`src/rtl/readout_pkg.sv`:
```
// Shared definitions for the result readout sequencer.
// Holds the sequencer state encoding, the default frame header byte and the
// frame shape constants (bytes per payload word, header and trailer length).
package readout_pkg;

  typedef enum logic [2:0] {
    S_IDLE,
    S_HDR,
    S_WAIT,
    S_SEND_HI,
    S_SEND_LO,
    S_CHK,
    S_DONE
  } readout_state_t;

  localparam logic [7:0] SOF_BYTE_DEFAULT = 8'hA5;
  localparam int         BYTES_PER_WORD   = 2;
  localparam int         HDR_LEN          = 1;
  localparam int         TRL_LEN          = 1;

endpackage

```
`src/rtl/result_readout_sequencer_if.sv`:
```
// Bus bundle between the sequencer and its neighbours.
//   mem_addr / mem_q : parallel read port of the result memory
//   tx_data / tx_valid / tx_ready : byte stream towards the GPIO link
// Handshake: a byte transfers on a rising edge where tx_valid and tx_ready
// are both high. While tx_valid is high and tx_ready low, tx_data and
// tx_valid hold; tx_valid only drops after a transfer (or on reset).
// master = sequencer side, slave = memory/link side.
interface result_readout_sequencer_if #(
  parameter int ADDR_W = 24,
  parameter int DATA_W = 16
);
  logic [ADDR_W-1:0] mem_addr;
  logic [DATA_W-1:0] mem_q;
  logic [7:0]        tx_data;
  logic              tx_valid;
  logic              tx_ready;

  modport master (
    output mem_addr, tx_data, tx_valid,
    input  mem_q, tx_ready
  );

  modport slave (
    input  mem_addr, tx_data, tx_valid,
    output mem_q, tx_ready
  );
endinterface

```
`src/rtl/readout_byte_tx.sv`:
```
// Output holding register for the framed byte stream.
// Ports:
//   clk, rst   : clock, synchronous active-high reset
//   load       : capture load_data and raise tx_valid (only asserted by the
//                sequencer when the register is empty or is transferring)
//   load_data  : next byte
//   tx_data    : registered byte, tx_valid : registered valid
//   tx_ready   : link ready
//   fire       : transfer happens at the coming edge (tx_valid & tx_ready)
module readout_byte_tx (
  input  logic       clk,
  input  logic       rst,
  input  logic       load,
  input  logic [7:0] load_data,
  output logic [7:0] tx_data,
  output logic       tx_valid,
  input  logic       tx_ready,
  output logic       fire
);

  assign fire = tx_valid & tx_ready;

  always_ff @(posedge clk) begin
    if (rst) begin
      tx_data  <= 8'h00;
      tx_valid <= 1'b0;
    end else if (load) begin
      tx_data  <= load_data;
      tx_valid <= 1'b1;
    end else if (fire) begin
      // Byte taken with nothing queued behind it; data keeps its last value.
      tx_valid <= 1'b0;
    end
  end

endmodule

```
`src/rtl/result_readout_sequencer.sv`:
```
// Walks a window of the result memory and sends it to the host as a frame:
// SOF header, each 16-bit word MSB byte first, then the XOR of all payload
// bytes.
// Ports:
//   clk, rst   : clock, synchronous active-high reset
//   start      : frame request, only looked at in IDLE
//   base_addr  : first word address, count : number of words (both captured
//                on an accepted start)
//   bus        : memory read port + byte stream (master side)
//   busy       : frame in progress (cycle after start until DONE)
//   done       : one-cycle end-of-frame pulse
//   state      : current sequencer state, for observation
module result_readout_sequencer
  import readout_pkg::*;
#(
  parameter int         ADDR_W   = 24,
  parameter int         DATA_W   = 16,
  parameter int         RD_LAT   = 1,
  parameter logic [7:0] SOF_BYTE = SOF_BYTE_DEFAULT
) (
  input  logic                       clk,
  input  logic                       rst,
  input  logic                       start,
  input  logic [ADDR_W-1:0]          base_addr,
  input  logic [15:0]                count,
  result_readout_sequencer_if.master bus,
  output logic                       busy,
  output logic                       done,
  output readout_state_t             state
);

  localparam int WORD_W = 8 * BYTES_PER_WORD;
  localparam int WAIT_W = $clog2(RD_LAT + 2);
  localparam logic [WAIT_W-1:0] WAIT_LAST = WAIT_W'(RD_LAT);

  logic [ADDR_W-1:0] addr;
  logic [15:0]       remaining;
  logic [WORD_W-1:0] word;
  logic [7:0]        chk;
  logic [WAIT_W-1:0] wait_cnt;

  logic              load;
  logic [7:0]        load_data;
  logic              fire;

  // Next byte for the holding register. A byte is loaded on the edge that
  // enters each sending state, so tx_valid is already high in that state.
  // On the word load the register takes mem_q directly because word is being
  // captured on the same edge; likewise the checksum byte includes the low
  // byte being transferred on the same edge.
  always_comb begin
    load      = 1'b0;
    load_data = 8'h00;
    case (state)
      S_IDLE: if (start) begin
        load      = 1'b1;
        load_data = SOF_BYTE;
      end
      S_HDR: if (fire && remaining == 16'd0) begin
        load      = 1'b1;
        load_data = chk;
      end
      S_WAIT: if (wait_cnt == WAIT_LAST) begin
        load      = 1'b1;
        load_data = bus.mem_q[15:8];
      end
      S_SEND_HI: if (fire) begin
        load      = 1'b1;
        load_data = word[7:0];
      end
      S_SEND_LO: if (fire && remaining == 16'd1) begin
        load      = 1'b1;
        load_data = chk ^ word[7:0];
      end
      default: ;
    endcase
  end

  always_ff @(posedge clk) begin
    if (rst) begin
      state        <= S_IDLE;
      addr         <= '0;
      bus.mem_addr <= '0;
      remaining    <= 16'd0;
      word         <= '0;
      chk          <= 8'h00;
      wait_cnt     <= '0;
      busy         <= 1'b0;
      done         <= 1'b0;
    end else begin
      done <= 1'b0;
      case (state)
        S_IDLE: if (start) begin
          addr      <= base_addr;
          remaining <= count;
          chk       <= 8'h00;
          busy      <= 1'b1;
          state     <= S_HDR;
        end
        S_HDR: if (fire) begin
          if (remaining != 16'd0) begin
            bus.mem_addr <= addr;
            wait_cnt     <= '0;
            state        <= S_WAIT;
          end else begin
            state <= S_CHK;
          end
        end
        S_WAIT: begin
          // mem_addr was set on entry; give the memory RD_LAT edges, then
          // sample on the last WAIT cycle.
          if (wait_cnt == WAIT_LAST) begin
            word  <= bus.mem_q;
            state <= S_SEND_HI;
          end else begin
            wait_cnt <= wait_cnt + WAIT_W'(1);
          end
        end
        S_SEND_HI: if (fire) begin
          chk   <= chk ^ word[15:8];
          state <= S_SEND_LO;
        end
        S_SEND_LO: if (fire) begin
          chk <= chk ^ word[7:0];
          if (remaining == 16'd1) begin
            state <= S_CHK;
          end else begin
            addr         <= addr + ADDR_W'(1);
            bus.mem_addr <= addr + ADDR_W'(1);
            remaining    <= remaining - 16'd1;
            wait_cnt     <= '0;
            state        <= S_WAIT;
          end
        end
        S_CHK: if (fire) begin
          busy  <= 1'b0;
          done  <= 1'b1;
          state <= S_DONE;
        end
        S_DONE: state <= S_IDLE;
        default: state <= S_IDLE;
      endcase
    end
  end

  readout_byte_tx u_byte_tx (
    .clk       (clk),
    .rst       (rst),
    .load      (load),
    .load_data (load_data),
    .tx_data   (bus.tx_data),
    .tx_valid  (bus.tx_valid),
    .tx_ready  (bus.tx_ready),
    .fire      (fire)
  );

endmodule

```
`src/flat_wrapper.sv`:
```
// flat-port wrapper written by rule: the top's interface ports become plain ports
module result_readout_sequencer_flat import readout_pkg::*;
#(
  parameter int         ADDR_W   = 24,
  parameter int         DATA_W   = 16,
  parameter int         RD_LAT   = 1,
  parameter logic [7:0] SOF_BYTE = SOF_BYTE_DEFAULT
)
  (clk, rst, start, base_addr, count, busy, done, state, bus_mem_addr, bus_tx_data, bus_tx_valid, bus_mem_q, bus_tx_ready);
  result_readout_sequencer_if #(.ADDR_W(ADDR_W), .DATA_W(DATA_W)) bus_i ();
  input  logic clk;
  input  logic rst;
  input  logic start;
  input  logic [ADDR_W-1:0] base_addr;
  input  logic [15:0] count;
  output logic busy;
  output logic done;
  output readout_state_t state;
  output wire logic [$bits(bus_i.mem_addr)-1:0] bus_mem_addr;
  output wire logic [$bits(bus_i.tx_data)-1:0] bus_tx_data;
  output wire logic [$bits(bus_i.tx_valid)-1:0] bus_tx_valid;
  input wire logic [$bits(bus_i.mem_q)-1:0] bus_mem_q;
  input wire logic [$bits(bus_i.tx_ready)-1:0] bus_tx_ready;
  assign bus_mem_addr = bus_i.mem_addr;
  assign bus_tx_data = bus_i.tx_data;
  assign bus_tx_valid = bus_i.tx_valid;
  assign bus_i.mem_q = bus_mem_q;
  assign bus_i.tx_ready = bus_tx_ready;
  result_readout_sequencer #(.ADDR_W(ADDR_W), .DATA_W(DATA_W), .RD_LAT(RD_LAT), .SOF_BYTE(SOF_BYTE)) u_core (.clk(clk), .rst(rst), .start(start), .base_addr(base_addr), .count(count), .bus(bus_i), .busy(busy), .done(done), .state(state));
endmodule
```
`config.mk`:
```
export PLATFORM = sky130hd
export DESIGN_NAME = result_readout_sequencer_flat
export DESIGN_NICKNAME = d
export VERILOG_FILES = /design/src/rtl/readout_pkg.sv /design/src/rtl/result_readout_sequencer_if.sv /design/src/rtl/readout_byte_tx.sv /design/src/rtl/result_readout_sequencer.sv /design/src/flat_wrapper.sv
export SDC_FILE = /design/constraint.sdc
export NUM_CORES = 1
export LEC_CHECK = 0
export ABC_CLOCK_PERIOD_IN_PS = 3800
export CORE_MARGIN = 2
export CORE_UTILIZATION = 60
export CTS_BUF_LIST = sky130_fd_sc_hd__clkbuf_8
export CTS_CLUSTER_DIAMETER = 80
export CTS_CLUSTER_SIZE = 12
export DETAILED_ROUTE_END_ITERATION = 8
export PLACE_DENSITY = 0.89
export SLEW_MARGIN = 20
export SYNTH_ARGS = -nofsm -noshare
export SYNTH_HDL_FRONTEND = slang
export SYNTH_SLANG_ARGS = --single-unit
export TNS_END_PERCENT = 50
```
`constraint.sdc`:
```
create_clock -name clk -period 3.8 [get_ports clk]
set_input_delay 0.38 -clock clk [delete_from_list [all_inputs] [get_ports clk]]
set_output_delay 0.38 -clock clk [all_outputs]
set_load 0.005 [all_outputs]
```
==> results.toml <==
[placement]
gp_congestion = 0.944
numPortBuffers = 97
place_hpwl_mm = 11.1

[synth]
synth_area_per_cell_um2 = 7.63
yosysWarnings = 0
synth-edff-count = 0
syn_area_mm2 = 0.00596
synthMuxAreaShare_pct = 0.378
synth_cell_type_count = 73
yosysMostFrequentCell = "dfxtp_1"
synth-main-ff-cell = "dfxtp_1"
synth_async_sr_flop_share_pct = 0
synth-simple-area-share_pct = 26.8
synth-seq-cells = 104
yosys.area_share.adder_pct = 1.05
synth_common_cells = "104 x dfxtp_1, 93 x a21oi_1, 84 x nor2_1"
synth_compound_area_share_pct = 28.0
synth_top_cell_by_area = "dfxtp_1"
ys_seq_area_share_pct = 34.9
synthCells = 781
netlist.area_leader.share_pct = 34.9
synth_area_leaders = "dfxtp_1 35%, a21oi_1 7.8%, nor2_1 5.3%"
synth_xor_area_share_pct = 2.50
synth_nets = 846
synth_top_family_by_area = "compound AO/OA/AOI/OAI gates"

[pwr]
p_leak_nw = 2.25
power_density_mw_per_mm2 = 459
peakVddDrop_uv = 274

[drt]
drtPass1Iterations = 5
postRouteAntennaNets = 0
remaining_drc_errors = 0
wl_per_cell_um = 16.8
drt_wl_total_mm = 16.3
viasPerCell = 6.41
via_count = 6217
drt_iter0_markers = 482

[clocking]
cts_buffers = 9
cts_resized = 0
clk_path_buf_depth = 2
cts_root_buf = "clkbuf_8"
post-cts-setup-buffers = 0
cts_tree = "built"
cts_sinks = 104
clk_pin_slew_ns = 0.10
worst_skew_pair.late_latency_ns = 0.37
cts_hold_buf = 0
cts_htree_levels = 3

[final_layout]
drive_gt1_share_pct = 6.93
diodes = 0
fin_nets = 897
area_growth_pct = 18.4

[worst_setup_path]
crit_arrival_ns = 3.16
cp_max_fo = 26
end_kind = "flop"
crit_top_cell = "a21oi_1"
critPathMaxStageDelay_ns = 0.96
cp-start-kind = "flop"
critPathSlowestCell = "dfxtp_1"
critical_path_class = "flop to flop"
r2r_cells = 5
path_cells = "nand3b_1, nor2_2, a21oi_1, or3_1, a21oi_1"
critPathRequiredTime_ns = 4.10

[global_routing]
grt_max_degree = 88
grt_overflow = 0
grt_pass1_wl_mm = 26.7
antenna_found_initial = 0
grtUsageTotal_pct = 29.5
grt_pass1_vias = 5597

[timing]
setup_viol = 0
fin_crit_sh_pct = 75.4
whs_ns = 0.493
period_minus_slack_ns = 2.87
skew_ns = 0.00972
fmax_mhz = 349
rsz0062_at_grt = "false"
tightest_slew_ns = 0.956
slew_violations = 0
tns_ns = 0
hold_viol = 0
slew-limit-headroom_pct = 36.3

[die]
die_h_um = 104
rows = 36
die_w_um = 104
design.die.area_mm2 = 0.0107
start_util_pct = 61.3
coreArea_mm2 = 0.00973
ios = 98

[run_status]
status = "finished clean"

[job]
maxCapViolCount = 0

[worst_hold_path]
hp-class = "flop to flop"
hold_depth = 2
[per-stage QoR]
stage               cells  setup slack, ns  instance area [um^2]  utilization, %  total power [mW]
floorplan             781             1.82                  5960               -              2.22
global placement      954             1.21                  6870            70.7              2.52
detailed placement    954             1.07                  6870            70.7              2.57
CTS                   970             1.04                  7060            72.5              3.22
global route          970            0.729                  7060            72.5              3.41
finish                970            0.933                  7060            72.5              3.24
[layer usage]
| metal | routed length [um] | GRT usage [%] | vias up |
|---|---|---|---|
| met5 | 0 | 0 | - |
| met1 | 7010 | 40.1 | 2890 |
| met3 | 1320 | 3.71 | 42 |
| met4 | 320 | 11.7 | 0 |
| li1 | - | - | 2955 |
| met2 | 7680 | 47.9 | 330 |
[worst max-delay path, delay by kind of cell (launching register included)]
family,cells,cell delay [ns]
simple gates,3,1.39
flops,1,0.96
compound gates,2,0.44
[kinds of logic (layout without fill, tap and decap cells)]
group | count (synthesis) | in the layout
buffers and inverters | 83 | 139
DFF | 104 | 104
adders and majority gates | 5 | 5
AOI/OAI and AO/OA | 266 | 266
and+or+nand+nor | 304 | 304
xor gates and xnor gates | 17 | 17
muxes | 2 | 2
[cell type report]
cell class	count	area (um^2)
multi-input cells	594	3520
flip-flops and latches	104	2080
well taps	133	166
inverters	14	52.6
fillers	786	2670
clock buffers	11	151
clock inverters	5	32.5
repair buffers	109	1060
[path summary, 6_finish.rpt]
| check | startpoint | slack (ns) | endpoint |
|---|---|---|---|
| setup / recovery | u_core.state[0] | 0.93 | u_core.chk[7] |
| hold / removal | u_core.wait_cnt[1] | 0.49 | u_core.wait_cnt[1] |
| setup reg to reg | u_core.state[0] | 0.93 | u_core.chk[7] |
| hold reg to reg | u_core.wait_cnt[1] | 0.49 | u_core.wait_cnt[1] |
[state kept, by name (all words and copies together), names as in the netlist]
signal	count
u_core.addr	24
u_core.bus.mem_addr	24
u_core.remaining	16
u_core.word	16
u_core.chk	8
u_core.u_byte_tx.tx_data	8
u_core.state	3
u_core.wait_cnt	2
u_core.busy	1
u_core.done	1
u_core.u_byte_tx.tx_valid	1
[power breakdown]
part	switching, mW	total [mW]	internal, mW
clock network	0.389	0.662	0.272
registers	0.201	1.42	1.22
logic	0.645	1.15	0.509
total	1.24	3.24	2.00
[cell usage in the layout (no fill, tap or decap), drive strengths merged, types with 4 or more instances in the layout]
master / count
or3: 12
nor3: 28
clkbuf: 11
nor2: 85
and4: 6
nor4b: 5
a31oi: 8
or2: 5
and2: 10
clkdlybuf4s50: 96
nand2: 82
nand3: 17
xor2: 6
o22ai: 9
buf: 13
a311oi: 9
o21a: 4
a21oi: 93
nand3b: 6
nor3b: 4
ha: 5
a211oi: 26
nor4: 16
dfxtp: 104
o21ai: 60
xnor2: 11
nand4: 12
a21o: 7
o41ai: 8
a22oi: 10
inv: 15
nand2b: 4
(Power assumes the default switching activity.)
